### config.mk
export PLATFORM = sky130hd
export DESIGN_NAME = pc_fetch_unit
export DESIGN_NICKNAME = d
export VERILOG_FILES = /design/src/rtl/pc_fetch_unit.sv
export SDC_FILE = /design/constraint.sdc
export NUM_CORES = 1
export LEC_CHECK = 0
export ABC_AREA = 1
export CAP_MARGIN = 10
export CORE_MARGIN = 2
export CORE_UTILIZATION = 44
export DETAILED_ROUTE_END_ITERATION = 8
export HOLD_SLACK_MARGIN = 0.03
export PLACE_DENSITY = 0.88
export SYNTH_ARGS = -nofsm -noshare
export SYNTH_HDL_FRONTEND = slang
export SYNTH_SLANG_ARGS = --single-unit
### constraint.sdc
create_clock -name clk -period 3.7 [get_ports clk]
set_input_delay 0.74 -clock clk [delete_from_list [all_inputs] [get_ports clk]]
set_output_delay 0.74 -clock clk [all_outputs]
set_load 0.1 [all_outputs]
### src/rtl/pc_fetch_unit.sv
// pc_fetch_unit
//   Holds the architectural PC and selects the next PC from PCSrc. It fetches one
//   instruction at a time over a req/ready + rvalid instruction-memory handshake.
//   Only one request is in flight at a time. A one-entry buffer feeds decode.
//
// Ports
//   clk, reset        clock (rising edge); asynchronous active-high reset
//   PCSrc             next-PC select: 00 PC+4, 01 PCTarget, 10 ALUResult (JALR), 11 PC+4
//   PCTarget          branch/JAL target from execute
//   ALUResult         JALR target from the ALU
//   StallF            decode not ready; the buffered instruction is held
//   imem_req          fetch request valid (asserted in REQ)
//   imem_addr         fetch address, always equal to PCF
//   imem_ready        memory accepts the request this cycle
//   imem_rvalid       read data valid (only looked at in WAIT)
//   imem_rdata        read data
//   PCF, PCPlus4F     current fetch PC and PCF+4
//   InstrF            buffered instruction; NOP_INSTR when InstrValidF=0
//   InstrValidF       InstrF holds a fetched instruction
//   FetchRetry        one-cycle pulse in the REQ cycle that re-issues a timed-out request
//   Misalign          one-cycle pulse after a misaligned redirect
//
// Build option
//   PC_MISALIGN_TRAP_EN  when defined, a misaligned next PC redirects to TRAP_PC and
//                        pulses Misalign. When undefined, next PC[1:0] is forced to 00
//                        and Misalign stays 0.
//
// state | meaning
// ------+---------------------------------------------------------------
// IDLE  | just out of reset; moves to REQ on the next cycle
// REQ   | imem_req high at PCF, waiting for imem_ready
// WAIT  | request accepted, waiting for rvalid; re-issues after MAX_WAIT cycles
// VALID | instruction buffered for decode; consumed when StallF=0
module pc_fetch_unit #(
  parameter logic [31:0] RESET_PC  = 32'h0000_0000,
  parameter logic [31:0] NOP_INSTR = 32'h0000_0013,
  parameter int          MAX_WAIT  = 16,
  parameter logic [31:0] TRAP_PC   = 32'h0000_0100
) (
  input  logic        clk,
  input  logic        reset,
  input  logic [1:0]  PCSrc,
  input  logic [31:0] PCTarget,
  input  logic [31:0] ALUResult,
  input  logic        StallF,
  output logic        imem_req,
  output logic [31:0] imem_addr,
  input  logic        imem_ready,
  input  logic        imem_rvalid,
  input  logic [31:0] imem_rdata,
  output logic [31:0] PCF,
  output logic [31:0] PCPlus4F,
  output logic [31:0] InstrF,
  output logic        InstrValidF,
  output logic        FetchRetry,
  output logic        Misalign
);

  localparam int CW = (MAX_WAIT > 1) ? $clog2(MAX_WAIT) : 1;
  localparam logic [CW-1:0] CNT_LAST = CW'(MAX_WAIT - 1);

  typedef enum logic [1:0] {
    IDLE  = 2'd0,
    REQ   = 2'd1,
    WAIT  = 2'd2,
    VALID = 2'd3
  } state_t;

  state_t        state, state_n;
  logic [31:0]   pc_q, pc_n;
  logic [31:0]   instr_q, instr_n;
  logic          valid_q, valid_n;
  logic [CW-1:0] cnt_q, cnt_n;
  logic          retry_q, retry_n;
  logic          mis_q, mis_n;

  logic [31:0]   pc_plus4;
  logic [31:0]   pc_sel;
  logic [31:0]   pc_next;
  logic          misaligned;

  assign pc_plus4 = pc_q + 32'd4;

  always_comb begin
    pc_sel = pc_plus4;
    case (PCSrc)
      2'b01:   pc_sel = PCTarget;
      2'b10:   pc_sel = {ALUResult[31:1], 1'b0};
      default: pc_sel = pc_plus4;
    endcase
  end

`ifdef PC_MISALIGN_TRAP_EN
  assign misaligned = |pc_sel[1:0];
  assign pc_next    = misaligned ? TRAP_PC : pc_sel;
`else
  assign misaligned = 1'b0;
  assign pc_next    = pc_sel & 32'hFFFF_FFFC;
`endif

  always_ff @(posedge clk or posedge reset) begin
    if (reset) begin
      state   <= IDLE;
      pc_q    <= RESET_PC;
      instr_q <= NOP_INSTR;
      valid_q <= 1'b0;
      cnt_q   <= '0;
      retry_q <= 1'b0;
      mis_q   <= 1'b0;
    end else begin
      state   <= state_n;
      pc_q    <= pc_n;
      instr_q <= instr_n;
      valid_q <= valid_n;
      cnt_q   <= cnt_n;
      retry_q <= retry_n;
      mis_q   <= mis_n;
    end
  end

  always_comb begin
    state_n = state;
    pc_n    = pc_q;
    instr_n = instr_q;
    valid_n = valid_q;
    cnt_n   = cnt_q;
    retry_n = 1'b0;
    mis_n   = 1'b0;
    case (state)
      IDLE: state_n = REQ;
      REQ: begin
        // rvalid in the accept cycle belongs to nothing we issued; ignore it
        if (imem_ready) begin
          state_n = WAIT;
          cnt_n   = '0;
        end
      end
      WAIT: begin
        if (imem_rvalid) begin
          state_n = VALID;
          instr_n = imem_rdata;
          valid_n = 1'b1;
        end else if (cnt_q == CNT_LAST) begin
          state_n = REQ;
          retry_n = 1'b1;
          cnt_n   = '0;
        end else begin
          cnt_n = cnt_q + 1'b1;
        end
      end
      VALID: begin
        if (!StallF) begin
          state_n = REQ;
          pc_n    = pc_next;
          instr_n = NOP_INSTR;
          valid_n = 1'b0;
          mis_n   = misaligned;
        end
      end
      default: state_n = IDLE;
    endcase
  end

  assign imem_req    = (state == REQ);
  assign imem_addr   = pc_q;
  assign PCF         = pc_q;
  assign PCPlus4F    = pc_plus4;
  assign InstrF      = instr_q;
  assign InstrValidF = valid_q;
  assign FetchRetry  = retry_q;
  assign Misalign    = mis_q;

endmodule

==> results of run 1 <==
-- synthesized netlist by cell type (5+ instances only) --
library cell	count
a21oi_1	24
o21ai_0	33
buf_2	7
nor2_1	48
buf_4	38
a22o_1	56
nand2_1	159
ha_1	7
nor2_4	6
nand3_1	34
nor2_2	5
xnor2_1	6
clkbuf_1	15
dfrtp_1	67
inv_1	55
-- worst min path at each step --
stage	cells after the start	end	slack [ps]	from
after global routing	1	InstrF[8]	530	InstrF[8]
after floorplan	1	cnt_q[0]	480	cnt_q[0]
final	2	InstrValidF	500	InstrValidF
after CTS	1	InstrF[9]	510	InstrF[9]
after detailed placement	1	InstrF[9]	490	InstrF[9]
after global placement	2	InstrValidF	450	InstrValidF
-- cells by family (layout without fill, tap and decap cells) --
kind of cell / after synthesis / in the layout
AND/OR/NAND/NOR: 263 / 263
AO/OA/AOI/OAI: 125 / 125
buffers and inverters: 120 / 304
flip-flops: 70 / 70
XOR/XNOR: 10 / 10
adder cells (fa/ha/maj): 7 / 7
other: 1 / 7
-- critical path, cell delays in order, from the launching register on --
cell and delay [ps]:
dfrtp_1 460, ha_1 270, nand2_2 90, nor2_4 180
nand2_4 120, nor2_1 180, nand3_1 150, nand2_1 100
buf_4 290
-- routing by layer --
layer  part of all wire (%)  routed length (um)  vias up  global-route usage (%)
met1                     41                6100     2284                    33.2
met4                    2.1                 313        0                    8.74
met5                      0                   0        -                       0
met3                    5.0                 738       24                    3.53
met2                     52                7680      170                    46.0
li1                       -                   -     2287                       -
-- flip-flops by register name (all words and copies together), names as in the netlist --
| signal | cells |
|---|---|
| state | 2 |
| FetchRetry | 1 |
| InstrValidF | 1 |
| InstrF | 32 |
| PCF | 30 |
| cnt_q | 4 |
-- per-stage QoR --
step | hold slack (ps) | cell area [um^2] | worst slack (ps) | util (%)
finish | 504 | 6820 | 791 | 67.0
global route | 527 | 6820 | 649 | 67.0
CTS | 510 | 6820 | 808 | 67.0
detailed placement | 485 | 6640 | 1000 | 65.2
global placement | 455 | 6640 | 1070 | 65.2
floorplan | 480 | 4640 | 224 | -
-- layout make-up --
class / instances / area share (%)
clock buffer: 10 / 2.02
inverter: 59 / 3.30
clock inverter: 6 / 0.642
tap: 136 / 2.49
timing repair buffer: 229 / 32.4
multi-input combinational: 412 / 33.4
sequential: 70 / 25.8
==> run summary, run 1 <==
hold buffers post-CTS - 0
peak fanout along the critical path - 6
Post-CTS Resized - 0
CTS max path bufs - 2
Post-Route WL - 14800 um
via total after detailed routing - 4765
Synth top area share - 37.0%
RSZ-0062 raised after global routing - false
row count - 37
Primary FF master, synth - dfrtp_1
Synth Area in Compound Gates - 19.3%
Pre-Repair DR Iteration Count - 6
initial core utilization - 44.5%
die width - 106 um
area growth from synthesis to layout - 50.5%
Final Max Slew Viols - 0
clock sinks - 70
post-synthesis mux area share - 0%
setup bufs post-CTS - 0
Rel. slew slack - 32.4%
residual DRC count - 0
Setup TNS Final - 0 ps
Die Y - 106 um
R2R depth - 7
Slew @ Worst Pin - 1010 ps
Post-synth ARST share - 100%
post-route ant nets - 0
Synth Area in Adders - 1.93%
# IOs - 235
Crit. Startpoint - PCF[3]
global placer's final weighted congestion - 0.877
Synth Area in Simple Gates - 24.8%
most common cell after layout, fill and taps aside - clkdlybuf4s50_1
Root Buffer - clkbuf_8
cell count after placement - 906
Post-Synth XOR/XNOR Area - 1.93%
largest net degree at the start of global routing - 43
area leader, netlist - dfrtp_1
distinct cell type count after synthesis - 32
die area - 11100 um^2
initial DRC count - 266
reg2reg setup slack - 1560 ps
r2r startpoint - state[0]
wire length per cell - 16.1 um
All-Layer GR Usage - 26.2%
final hold viol count - 0
Yosys warnings - 0
register area - 1760 um^2
fin crit period - 2910 ps
synth top area cells - dfrtp_1 (37%), nand2_1 (13%), a22o_1 (11%), buf_4 (6.3%), inv_1 (4.6%)
Overflow after GRT - 0
sequential share of the synthesized area - 38.7%
CTS tree - yes
clock slew at reported path FFs - 80 ps
Req. time, crit path - 2960 ps
CTS H-tree depth - 3
Clock Skew - 11.1 ps
area of the multi-input gates - 2280 um^2
CTS Buf Count - 9
EDFF count, synth - 0
RR Endpoint - InstrF[29]
Layout Nets - 891
Hold Path Class - register to register
clk_lat worst skew - 330 ps
via/cell ratio - 5.17
synthesized flop and latch total - 70
first-pass GRT wire length - 23300 um
Setup Crit Path Kind - register to primary output
Post-Syn Area - 4530 um^2
Finished Layout Cells - 922
Setup crit end - PCPlus4F[28]
number of setup violations in the final report - 0
CP endpoint kind - primary output
diodes inserted - 0
layout cells sized above 1 - 11.7%
largest family of logic cells by synthesized area - simple AND/OR/NAND/NOR gates
Setup crit start kind - register
number of global-route vias before repair - 4626
cells after synthesis - 596
HPWL Detailed - 11300 um
max_cap viols - 0
crit share post-route - 78.6%
Fillers - 855
Critical Path AT - 2170 ps
most frequent cells in the layout - clkdlybuf4s50_1 (192), nand2_1 (159), dfrtp_1 (66)
initial antenna violation count - 0
f_max - 0.344 GHz
status - finished, final reports clean
core area - 10200 um^2
IO Port Bufs - 223
synthesized area per cell - 7.61 um^2
Power of run 1 is not shown: default switching activity piles up to over one toggle a cycle in this logic, so the estimate is an artifact.
==> run 2, diff against run 1 <==
- CORE_UTILIZATION: 44 -> 37
- PLACE_DENSITY: 0.88 -> 0.79
- clock period: 3.7 -> 2.6 ns (I/O delays scaled with it)
==> run 2 against run 1 <==
Hold slack worse by 19 ps. Die area is 18% higher. Design area is 7.7% higher. First-iteration DRC count is 3.4% lower. Clock skew is 6.3 ps lower. Register-to-register slack worse by 750 ps. Worst setup slack worse by 680 ps. Critical path depth stayed put. Largest cell class unchanged.
==> run summary, run 2 (synthesized netlist as in run 1, its figures left out) <==
Slew @ Worst Pin - 532 ps (was 1010 ps)
Critical Path Max Stage Delay - 420 ps (was 460 ps)
post-route ant nets - 0 (unchanged)
CTS Buf Count - 9 (unchanged)
residual DRC count - 0 (unchanged)
number of setup violations in the final report - 0 (unchanged)
Final Worst Setup Slack - 109 ps (was 791 ps)
crit path max-delay cell type - dfrtp_2 (was dfrtp_1)
peak fanout along the critical path - 6 (unchanged)
clk_lat worst skew - 330 ps (about the same)
wire length per cell - 16.7 um (was 16.1 um)
CTS H-tree depth - 3 (unchanged)
GRT met2 Usage - 41.0% (was 46.0%)
area growth from synthesis to layout - 62.0% (was 50.5%)
Clock Skew - 4.78 ps (was 11.1 ps)
CTS tree - yes (unchanged)
crit share post-route - 95.8%
CP Cell Sequence - ha_2, nand2_2, nor2_4, nand2_4, nor2_1, nand3_1, nand2_2, buf_12 (was ha_1, nand2_2, nor2_4, nand2_4, nor2_1, nand3_1, nand2_1, buf_4)
layout cells sized above 1 - 30.8% (was 11.7%)
# IOs - 235 (unchanged)
first-pass GRT wire length - 24500 um (was 23300 um)
clock slew at reported path FFs - 60 ps (was 80 ps)
gr busiest metal - met2 (unchanged)
number of global-route vias before repair - 4843 (was 4626)
final hold viol count - 0 (unchanged)
All-Layer GR Usage - 23.9% (was 26.2%)
max_cap viols - 0 (unchanged)
cell count after placement - 923 (was 906)
diodes inserted - 0 (unchanged)
met1 usage - 29.9% (was 33.2%)
Layout Nets - 897 (was 891)
core area - 12000 um^2 (was 10200 um^2)
fin crit period - 2490 ps
Setup crit start kind - register (unchanged)
Setup TNS Final - 0 ps (unchanged)
Largest register FFs - 32 (unchanged)
pre-CTS WS - 363 ps (was 1000 ps)
CP endpoint kind - primary output (unchanged)
initial DRC count - 257 (was 266)
global placer's final weighted congestion - 0.908 (was 0.877)
IO Port Bufs - 223 (unchanged)
Die Y - 115 um (was 106 um)
initial antenna violation count - 0 (unchanged)
die area - 13200 um^2 (was 11100 um^2)
clock sinks - 70 (unchanged)
Critical Path AT - 1970 ps (was 2170 ps)
Req. time, crit path - 2080 ps (was 2960 ps)
HPWL Detailed - 12100 um (was 11300 um)
Hold Path Class - register to register (unchanged)
status - finished, final reports clean (unchanged)
via total after detailed routing - 4757 (was 4765)
die width - 115 um (was 106 um)
setup bufs post-CTS - 0 (unchanged)
Pre-Repair DR Iteration Count - 4 (was 6)
most frequent cells in the layout - nand2_1 (136), buf_4 (110), clkdlybuf4s50_1 (98) (was clkdlybuf4s50_1 (192), nand2_1 (159), dfrtp_1 (66))
Root Buffer - clkbuf_16 (was clkbuf_8)
most common cell after layout, fill and taps aside - nand2_1 (was clkdlybuf4s50_1)
via/cell ratio - 5.07 (was 5.17)
initial core utilization - 37.9% (was 44.5%)
f_max - 0.401 GHz
row count - 40 (was 37)
Final Max Slew Viols - 0 (unchanged)
final hold slack - 486 ps (was 504 ps)
met3 usage - 4.18% (was 3.53%)
Rel. slew slack - 64.5% (was 32.4%)
Most Frequent Cell on Critical Path - nand2_2
CTS max path bufs - 2 (unchanged)
Overflow after GRT - 0 (unchanged)
largest net degree at the start of global routing - 42 (was 43)
Finished Layout Cells - 939 (was 922)
Post-Route WL - 15700 um (was 14800 um)
Setup Crit Path Kind - register to primary output (unchanged)
## run 2: cell count changes in the layout (fill, tap and decap cells not counted), sizes merged
cell / delta
clkinv: +2
inv: -2
clkdlybuf4s50: -94
buf: +100
## run 2: path summary, 6_finish.rpt
kind                                  start           end  slack, ps  depth (start not counted)
worst max register to register     state[0]     InstrF[6]        810                          7
min in group asynchronous             reset       PCF[24]        610                          3
worst min register to register  InstrValidF   InstrValidF        490                          2
worst min-delay path            InstrValidF   InstrValidF        490                          2
worst max-delay path                 PCF[2]  PCPlus4F[28]        110                          8
max in group asynchronous             reset     InstrF[0]       1580                          3
## run 2: repair_timing
item | 4_1_cts | 5_1_grt
cloned | 0 | 0
setup endpoints to repair | 1 | 3
hold buffers | 0 | 0
resized for setup | 1 | 3
## run 2: metrics by stage
step | utilization, % | instance area [um^2]
2_1_floorplan | - | 4910
3_3_place_gp | 59.0 | 7060
3_5_place_dp | 59.0 | 7060
4_1_cts | 61.3 | 7330
5_1_grt | 61.4 | 7340
6_report | 61.4 | 7340
## run 2: layout make-up
type	instances	area, um^2
Tap cell	147	184
Fill cell	1011	4620
Multi-Input combinational cell	412	2540
Inverter	59	225
Timing Repair Buffer	235	2350
Clock buffer	10	229
Sequential cell	70	1780
Clock inverter	6	40.0
## run 2: critical path: cells and delay by family, from the launching register on
kind                       cells  cell delay (ps)
adders and majority gates      1              230
buffers and inverters          1              170
DFF                            1              420
and+or+nand+nor                6              810
## run 2: routing by layer
layer / part of all wire, % / vias up
met5: 0 / -
li1: - / 2296
met1: 41 / 2275
met4: 2.5 / 0
met3: 5.6 / 30
met2: 51 / 156
Power of run 2 is left out for the same reason.
